**config.mk**
```make
export PLATFORM = sky130hd
export DESIGN_NAME = irrigation_timer_controller
export DESIGN_NICKNAME = d
export VERILOG_FILES = /design/src/rtl/irrigation_timer_controller.sv
export SDC_FILE = /design/constraint.sdc
export NUM_CORES = 1
export LEC_CHECK = 0
export BUFFER_PORTS_ARGS = -buffer_cell sky130_fd_sc_hd__buf_2
export CORE_AREA = 2 2 77 79
export CTS_CLUSTER_DIAMETER = 200
export DETAILED_ROUTE_END_ITERATION = 12
export DIE_AREA = 0 0 79 81
export PLACE_DENSITY = 0.68
export SYNTH_ARGS = -nofsm -noshare
export SYNTH_HDL_FRONTEND = slang
export SYNTH_SLANG_ARGS = --single-unit
```
**constraint.sdc**
```tcl
create_clock -name clock -period 4.6 [get_ports clock]
set_input_delay 0.23 -clock clock [delete_from_list [all_inputs] [get_ports clock]]
set_output_delay 0.23 -clock clock [all_outputs]
set_load 0.01 [all_outputs]
```
**src/rtl/irrigation_timer_controller.sv**
```systemverilog
// Purpose: one irrigation cycle. Loads a BCD MM:S0 preset, opens the valve and counts down once per tick.
// Latency: every output is registered and changes on the edge after the input or tick that causes it.
// Backpressure: none. Level inputs are sampled every cycle, and start_pulse is a one-cycle strobe.
//
// Optional feature macro: TIMER_PAUSE_EN. When it is defined, a drop of irrigation_enable during RUN
// enters a PAUSE state that freezes the count and the prescaler. Without it, the drop aborts to IDLE.
// Ports: clock, reset_n (async, active-low); start_pulse, stop_n, irrigation_enable and
//        conflicting_values are the control inputs; preset_minutes_d/_u and preset_seconds_d give the
//        preset; valve_on drives the valve; minutes_d/_u and seconds_d/_u hold the remaining time;
//        done pulses on natural expiry; fault is high while the block is in FAULT.
module irrigation_timer_controller #(
    parameter int TICK_CYCLES = 50000000
) (
    input  logic       clock,
    input  logic       reset_n,
    input  logic       start_pulse,
    input  logic       stop_n,
    input  logic       irrigation_enable,
    input  logic       conflicting_values,
    input  logic [1:0] preset_minutes_d,
    input  logic [3:0] preset_minutes_u,
    input  logic [2:0] preset_seconds_d,
    output logic       valve_on,
    output logic [1:0] minutes_d,
    output logic [3:0] minutes_u,
    output logic [2:0] seconds_d,
    output logic [3:0] seconds_u,
    output logic       done,
    output logic       fault
);
    localparam int PW = $clog2(TICK_CYCLES);
    localparam logic [PW-1:0] TICK_LAST = PW'(TICK_CYCLES - 1);

    typedef struct packed {
        logic [1:0] md;
        logic [3:0] mu;
        logic [2:0] sd;
        logic [3:0] su;
    } count_t;

`ifdef TIMER_PAUSE_EN
    typedef enum logic [2:0] {S_IDLE, S_RUN, S_DONE, S_FAULT, S_PAUSE} state_t;
`else
    typedef enum logic [1:0] {S_IDLE, S_RUN, S_DONE, S_FAULT} state_t;
`endif

    state_t        state_q, state_d;
    count_t        count_q, count_d;
    logic [PW-1:0] presc_q, presc_d;
    logic          valve_q, valve_d;
    logic          done_q, done_d;
    logic          fault_q, fault_d;

    logic preset_bad, preset_zero, start_ok, tick, at_one, reload;

    // Cascaded BCD borrow: each digit wraps to its maximum and borrows from the next one up.
    function automatic count_t bcd_dec(input count_t c);
        count_t r;
        r = c;
        if (c.su != 4'd0) begin
            r.su = c.su - 4'd1;
        end else begin
            r.su = 4'd9;
            if (c.sd != 3'd0) begin
                r.sd = c.sd - 3'd1;
            end else begin
                r.sd = 3'd5;
                if (c.mu != 4'd0) begin
                    r.mu = c.mu - 4'd1;
                end else begin
                    r.mu = 4'd9;
                    r.md = c.md - 2'd1;
                end
            end
        end
        return r;
    endfunction

    assign preset_bad  = (preset_minutes_u > 4'd9) || (preset_seconds_d > 3'd5);
    assign preset_zero = (preset_minutes_d == 2'd0) && (preset_minutes_u == 4'd0) &&
                         (preset_seconds_d == 3'd0);
    assign start_ok    = start_pulse && !preset_bad && !preset_zero;
    assign tick        = (presc_q == TICK_LAST);
    assign at_one      = (count_q == 13'd1);

    // State and registered outputs.
    always_ff @(posedge clock or negedge reset_n) begin
        if (!reset_n) begin
            state_q <= S_IDLE;
            count_q <= '0;
            presc_q <= '0;
            valve_q <= 1'b0;
            done_q  <= 1'b0;
            fault_q <= 1'b0;
        end else begin
            state_q <= state_d;
            count_q <= count_d;
            presc_q <= presc_d;
            valve_q <= valve_d;
            done_q  <= done_d;
            fault_q <= fault_d;
        end
    end

    // Next state. Each branch chain follows the order conflict > stop > enable > start > tick.
    always_comb begin
        state_d = state_q;
        unique case (state_q)
            S_IDLE: begin
                if (conflicting_values)                  state_d = S_FAULT;
                else if (!stop_n || !irrigation_enable)  state_d = S_IDLE;
                else if (start_pulse && preset_bad)      state_d = S_FAULT;
                else if (start_ok)                       state_d = S_RUN;
            end
            S_RUN: begin
                if (conflicting_values) begin
                    state_d = S_FAULT;
                end else if (!stop_n) begin
                    state_d = S_IDLE;
                end else if (!irrigation_enable) begin
`ifdef TIMER_PAUSE_EN
                    state_d = S_PAUSE;
`else
                    state_d = S_IDLE;
`endif
                end else if (start_pulse && preset_bad) begin
                    state_d = S_FAULT;
                end else if (start_ok) begin
                    state_d = S_RUN;
                end else if (tick && at_one) begin
                    state_d = S_DONE;
                end
            end
            S_DONE: begin
                state_d = conflicting_values ? S_FAULT : S_IDLE;
            end
            S_FAULT: begin
                // Leave FAULT only on an operator acknowledge: the conflict is clear and stop is pressed.
                if (!conflicting_values && !stop_n) state_d = S_IDLE;
            end
`ifdef TIMER_PAUSE_EN
            S_PAUSE: begin
                if (conflicting_values)      state_d = S_FAULT;
                else if (!stop_n)            state_d = S_IDLE;
                else if (irrigation_enable)  state_d = S_RUN;
            end
`endif
            default: state_d = S_IDLE;
        endcase
    end

    // Datapath and output values, all taken from the transition being made.
    always_comb begin
        count_d = count_q;
        presc_d = presc_q;
        valve_d = (state_d == S_RUN);
        done_d  = (state_d == S_DONE);
        fault_d = (state_d == S_FAULT);
        reload  = start_ok && (state_d == S_RUN) &&
                  ((state_q == S_IDLE) || (state_q == S_RUN));

        if ((state_d == S_IDLE) && (state_q != S_IDLE)) begin
            count_d = '0;
            presc_d = '0;
        end else if (reload) begin
            count_d = {preset_minutes_d, preset_minutes_u, preset_seconds_d, 4'd0};
            presc_d = '0;
        end else if ((state_q == S_RUN) && ((state_d == S_RUN) || (state_d == S_DONE))) begin
            // Only an undisturbed RUN cycle advances time. A pre-empted tick is dropped.
            if (tick) begin
                count_d = bcd_dec(count_q);
                presc_d = '0;
            end else begin
                presc_d = presc_q + 1'b1;
            end
        end
    end

    assign valve_on  = valve_q;
    assign done      = done_q;
    assign fault     = fault_q;
    assign minutes_d = count_q.md;
    assign minutes_u = count_q.mu;
    assign seconds_d = count_q.sd;
    assign seconds_u = count_q.su;

endmodule
```
==> flow_metrics.tcl, run 1 <==
set metrics [dict create \
    outcome "finished, final reports clean" \
    min_period_over_period 0.910 \
    ff2ff_path_depth 11 \
    cts_tree "built" \
    p_leak_nw 1.31 \
    post_cts_buffers 0 \
    grt_pass1_vias 2270 \
    synth_commonest_cells "dfrtp_1 (44), nand2_1 (40), nor2_1 (26), or4_1 (16)" \
    grt.overflow.total 0 \
    cts-resized-gates 0 \
    wirelength_mm 6.41 \
    clk_pin_slew_ns 0.08 \
    synth_area_leader_cell "dfrtp_1" \
    io_buffers 30 \
    placed_area_sq_um 2950 \
    drt_iter0_markers 204 \
    syn_area_sq_um 2720 \
    pin_count 31 \
    endpoint_kind "flip-flop" \
    track_usage 0.213 \
    fin_nets 348 \
    skew_ns 0.00644 \
    timing.final.ws_setup_ns 0.412 \
    ys_types 59 \
    die_w_microns 79 \
    drt_pre_antenna_iters 4 \
    setup_viol 0 \
    worst_slew_margin_rel 0.337 \
    rows 28 \
    rsz0062_at_grt "false" \
    vias 2476 \
    grt_max_degree 45 \
    drive_gt1_frac 0.201 \
    n_antenna_cell 0 \
    ctsHoldBuffers 0 \
    synthFlopType "dfrtp_1" \
    ys_seq_area_frac 0.405 \
    p_per_area_nw_per_um2 280 \
    postSynthAreaPerCell_sq_um 9.10 \
    pre_cts_slack_ns 0.431 \
    dp_hpwl_mm 4.58 \
    async_flop_share 1.00 \
    fmax_mhz 239 \
    viasPerCell 6.14 \
    dieArea_sq_um 6400 \
    core_area_sq_um 5680 \
    dp_cells 396 \
    worst_ep_required_time_ns 4.74 \
    fin_area_sq_um 3050 \
    cap_violations 0 \
    cts_root_buf "clkbuf_8" \
    wl_per_cell_microns 15.9 \
    hp-class "primary input to asynchronous set/reset pin" \
    synth_warnings 0 \
    synth_edf_count 0 \
    critPathMaxFanout 17 \
    ys_ff_latch 44 \
    finalNonFillerCells 403 \
    critPathLaunchType "flip-flop" \
    grt_pass1_wl_mm 10.9 \
    finalSetupTns_ns 0 \
    clk_path_buf_depth 2 \
    whs_ns 0.103 \
    critical_path_arrival_ns 4.33 \
    areaGrowthSynthToFinish_pct 12.0 \
    numCtsBuffers 5 \
    crit_type "flip-flop to flip-flop" \
    synth.top_cells.by_area "dfrtp_1 (40%), nand2_1 (5.5%), or4_1 (4.4%)" \
    synth_nets 319 \
    synth.most_common_cell "dfrtp_1" \
    min_period_ns 4.19 \
    worst_pin_slew_ns 0.994 \
    clk_latency_ns 0.29 \
    fp.dieH_microns 81 \
    antenna_left 0 \
    drc 0 \
    synthCells 299 \
    ir_drop_mv 0.148 \
    antenna_found_initial 0 \
    synth.top_cell.area_share 0.405 \
    place.gp.congestion 0.856 \
    initial_utilization 0.479 \
    timing_max_transition_violations_final 0 \
    final_hold_viol_count 0 \
    clock-sinks 44 \
    htreeDepth 2 \
]
-- per-layer routing --
layer | routed length, microns | global-route usage | vias up
li1 | - | - | 1195
met1 | 3060 | 0.289 | 1213
met2 | 2970 | 0.352 | 60
met3 | 282 | 0.0367 | 8
met4 | 93 | 0.0621 | 0
met5 | 0 | 0 | -
-- through the flow --
step | power (mW) | utilization
after global placement | 0.600 | 0.520
final | 0.855 | 0.537
after floorplan | 0.543 | -
after global routing | 0.903 | 0.537
after detailed placement | 0.604 | 0.520
after CTS | 0.864 | 0.537
-- flip-flops by register name (all words and copies together), names as in the netlist --
| signal | flops |
|---|---|
| valve_on | 1 |
| state_q | 2 |
| minutes_d | 2 |
| seconds_u | 4 |
| presc_q | 26 |
| seconds_d | 3 |
| minutes_u | 4 |
| fault | 1 |
| done | 1 |
-- cells by family (layout without fill, tap and decap cells) --
family | after synthesis | count (layout) | synth area share
AOI/OAI and AO/OA | 58 | 58 | 0.152
DFF | 44 | 44 | 0.405
xor gates and xnor gates | 10 | 10 | 0.0322
adders and majority gates | 5 | 5 | 0.0230
and+or+nand+nor | 157 | 157 | 0.339
muxes | 5 | 5 | 0.0184
buffers and inverters | 20 | 49 | 0.0308
-- report_power, final --
group | switching [mW] | internal (mW) | total, mW
Combinational | 0.0903 | 0.0623 | 0.153
Sequential | 0.0325 | 0.411 | 0.443
Clock | 0.125 | 0.134 | 0.259
Total | 0.248 | 0.607 | 0.855
-- layout by cell type (no fill, tap or decap), types with 2 or more instances in the layout --
cell type / instances
nand4_1: 10
o21ai_0: 8
a31oi_1: 3
a21oi_1: 12
o2111ai_1: 12
nor3_1: 6
or4_4: 2
o211ai_1: 2
nand3b_1: 5
ha_1: 5
nor2_1: 26
or2_2: 4
nand2b_1: 3
nor3b_1: 2
nand2_1: 40
nor4_1: 5
and3_1: 3
or4_1: 16
a211oi_1: 4
nand3_1: 12
or3_1: 4
o21a_1: 3
nor4_2: 4
xnor2_1: 7
buf_4: 7
and3_2: 2
buf_2: 30
dfrtp_1: 44
inv_1: 5
clkbuf_8: 7
xor2_1: 3
mux2i_1: 5
a221oi_1: 2
-- critical path, stage by stage (launching register included) --
cell and delay (ns):
dfrtp_1 0.43, or4_1 0.61, or2_2 0.35, nor4b_2 0.36, nand3_1 0.20, a221o_1 0.40
ha_1 0.31, or3b_2 0.62, nor4b_1 0.28, and4bb_2 0.28, a21bo_2 0.13, a311oi_1 0.08
-- path summary, 6_finish.rpt --
kind | slack (ns) | start | endpoint
max | 0.41 | seconds_u[3] | minutes_d[0]
min | 0.10 | reset_n | minutes_u[0]
max reg2reg | 0.41 | seconds_u[3] | minutes_d[0]
min reg2reg | 0.56 | presc_q[25] | presc_q[25]
max in group asynchronous | 3.88 | reset_n | presc_q[18]
min in group clock | 0.21 | preset_minutes_u[2] | minutes_u[2]
-- layout make-up --
type	instances	area, sq um
fillers	547	2630
multi-input cells	235	1540
flip-flops and latches	44	1100
repair buffers	37	203
clock buffers	7	96.3
well taps	75	93.8
inverters	5	18.8
No activity file was read; power rests on OpenSTA's default activity.
==> run 2: changes to the inputs <==
--- a/config.mk
+++ b/config.mk
@@ -6,11 +6,11 @@
 export NUM_CORES = 1
 export LEC_CHECK = 0
 export BUFFER_PORTS_ARGS = -buffer_cell sky130_fd_sc_hd__buf_2
-export CORE_AREA = 2 2 77 79
+export CORE_AREA = 2 2 79 81
 export CTS_CLUSTER_DIAMETER = 200
 export DETAILED_ROUTE_END_ITERATION = 12
-export DIE_AREA = 0 0 79 81
-export PLACE_DENSITY = 0.68
+export DIE_AREA = 0 0 81 83
+export PLACE_DENSITY = 0.65
 export SYNTH_ARGS = -nofsm -noshare
 export SYNTH_HDL_FRONTEND = slang
 export SYNTH_SLANG_ARGS = --single-unit
==> run 2 against run 1 <==
Compared with the run above: non-clock buffer count up 2; register-to-register slack gained 0.04 ns; utilization is 0.84 points lower; first-iteration DRC count is 40% lower; critical path type unchanged; worst setup slack better by 0.039 ns; sequential power about the same; largest cell class unchanged.
==> flow_metrics.tcl, run 2 (same netlist as run 1, synthesis figures left out) <==
set metrics [dict create \
    final_common_cell "dfrtp_1" \
    core_area_sq_um 5820 \
    clock-sinks 44 \
    p_clk_frac 0.330 \
    viasPerCell 5.98 \
    power_switching_mw 0.256 \
    fin_area_sq_um 3080 \
    wirelength_mm 6.64 \
    setup_viol 0 \
    htreeDepth 2 \
    seq_power_share 0.497 \
    critPathLaunchType "flip-flop" \
    finalNonFillerCells 406 \
    critical_path_arrival_ns 4.31 \
    track_usage 0.214 \
    top_register "presc_q" \
    critPathMaxFanout 16 \
    place.gp.congestion 0.867 \
    fmax_mhz 241 \
    cts-resized-gates 0 \
    grt_pass1_wl_mm 11.4 \
    pin_count 31 \
    dieArea_sq_um 6720 \
    layout_common_cells "dfrtp_1 (44), nand2_1 (40), buf_2 (30)" \
    vias 2426 \
    cts_root_buf "clkbuf_8" \
    drive_gt1_frac 0.205 \
    clk_pin_slew_ns 0.09 \
    antenna_left 0 \
    p_total_mw 0.891 \
    worst_slew_margin_rel 0.338 \
    rsz0062_at_grt "false" \
    wl_per_cell_microns 16.4 \
    post-route-util 0.529 \
    timing.final.ws_setup_ns 0.451 \
    cts_tree "built" \
    pre_cts_slack_ns 0.467 \
    areaGrowthSynthToFinish_pct 13.0 \
    p_comb_frac 0.173 \
    grt_max_degree 45 \
    initial_utilization 0.468 \
    n_antenna_cell 0 \
    fin_nets 350 \
    die_w_microns 81 \
    timing_max_transition_violations_final 0 \
    ctsHoldBuffers 0 \
    hp-class "primary input to asynchronous set/reset pin" \
    antenna_found_initial 0 \
    largest_register_ffs 26 \
    io_buffers 30 \
    drt_iter0_markers 123 \
    dp_cells 398 \
    dp_hpwl_mm 4.75 \
    skew_ns 0.0102 \
    min_period_over_period 0.902 \
    ff2ff_path_depth 11 \
    p_leak_nw 1.32 \
    drc 0 \
    outcome "finished, final reports clean" \
    final_hold_viol_count 0 \
    whs_ns 0.0781 \
    cap_violations 0 \
    min_period_ns 4.15 \
    p_sw_frac 0.287 \
    worst_pin_slew_ns 0.992 \
    fp.dieH_microns 83 \
    ir_drop_mv 0.137 \
    clk_latency_ns 0.30 \
    clk_path_buf_depth 2 \
    numCtsBuffers 5 \
    worst_ep_required_time_ns 4.76 \
    placed_area_sq_um 2970 \
    worstReg2RegEnd "minutes_d[0]" \
    rows 28 \
    p_per_area_nw_per_um2 290 \
    p_int_mw 0.635 \
    grt_pass1_vias 2273 \
    crit_type "flip-flop to flip-flop" \
    r2r-start "seconds_u[3]" \
    finalSetupTns_ns 0 \
    post_cts_buffers 0 \
    drt_pre_antenna_iters 4 \
    endpoint_kind "flip-flop" \
    grt.overflow.total 0 \
    ff2ff_setup_slack_ns 0.45 \
]
run 2: worst max path at each step:
| stage | endpoint | slack, ns | start | depth (start not counted) |
|---|---|---|---|---|
| 3_5_place_dp | minutes_d[0] | 0.47 | seconds_u[3] | 11 |
| 2_1_floorplan | minutes_d[1] | 0.45 | seconds_u[3] | 11 |
| 3_3_place_gp | minutes_d[0] | 0.53 | seconds_u[3] | 11 |
| 5_1_grt | presc_q[18] | 0.14 | seconds_u[3] | 9 |
| 6_report | minutes_d[0] | 0.45 | seconds_u[3] | 11 |
| 4_1_cts | minutes_d[0] | 0.46 | seconds_u[3] | 11 |
run 2: cell type report:
type | instances | area (sq um)
Clock buffer | 6 | 72.6
Multi-Input combinational cell | 235 | 1540
Inverter | 5 | 18.8
Fill cell | 556 | 2740
Clock inverter | 2 | 35.0
Sequential cell | 44 | 1100
Timing Repair Buffer | 39 | 218
Tap cell | 75 | 93.8
run 2: routing by layer:
metal / vias to the layer above / global-route usage / routed length (microns)
li1: 1201 / - / -
met5: - / 0 / 0
met4: 0 / 0.0647 / 86
met1: 1159 / 0.297 / 3000
met2: 59 / 0.340 / 3280
met3: 7 / 0.0370 / 280
run 2: power groups by stage:
| stage | registers (mW) | clock network, mW | logic, mW |
|---|---|---|---|
| floorplan | 0.449 | 0 | 0.0938 |
| global placement | 0.451 | 0 | 0.152 |
| detailed placement | 0.451 | 0 | 0.155 |
| CTS | 0.444 | 0.306 | 0.155 |
| global route | 0.448 | 0.319 | 0.174 |
| finish | 0.443 | 0.294 | 0.154 |
run 2: critical path, cell delays in order (launching register included):
cell and delay [ns]:
dfrtp_1 0.43, or4_1 0.58, or2_2 0.34, nor4b_2 0.36, nand3_1 0.20, a221o_1 0.40
ha_1 0.31, or3b_2 0.62, nor4b_1 0.26, and4bb_2 0.29, a21bo_2 0.13, a311oi_1 0.08
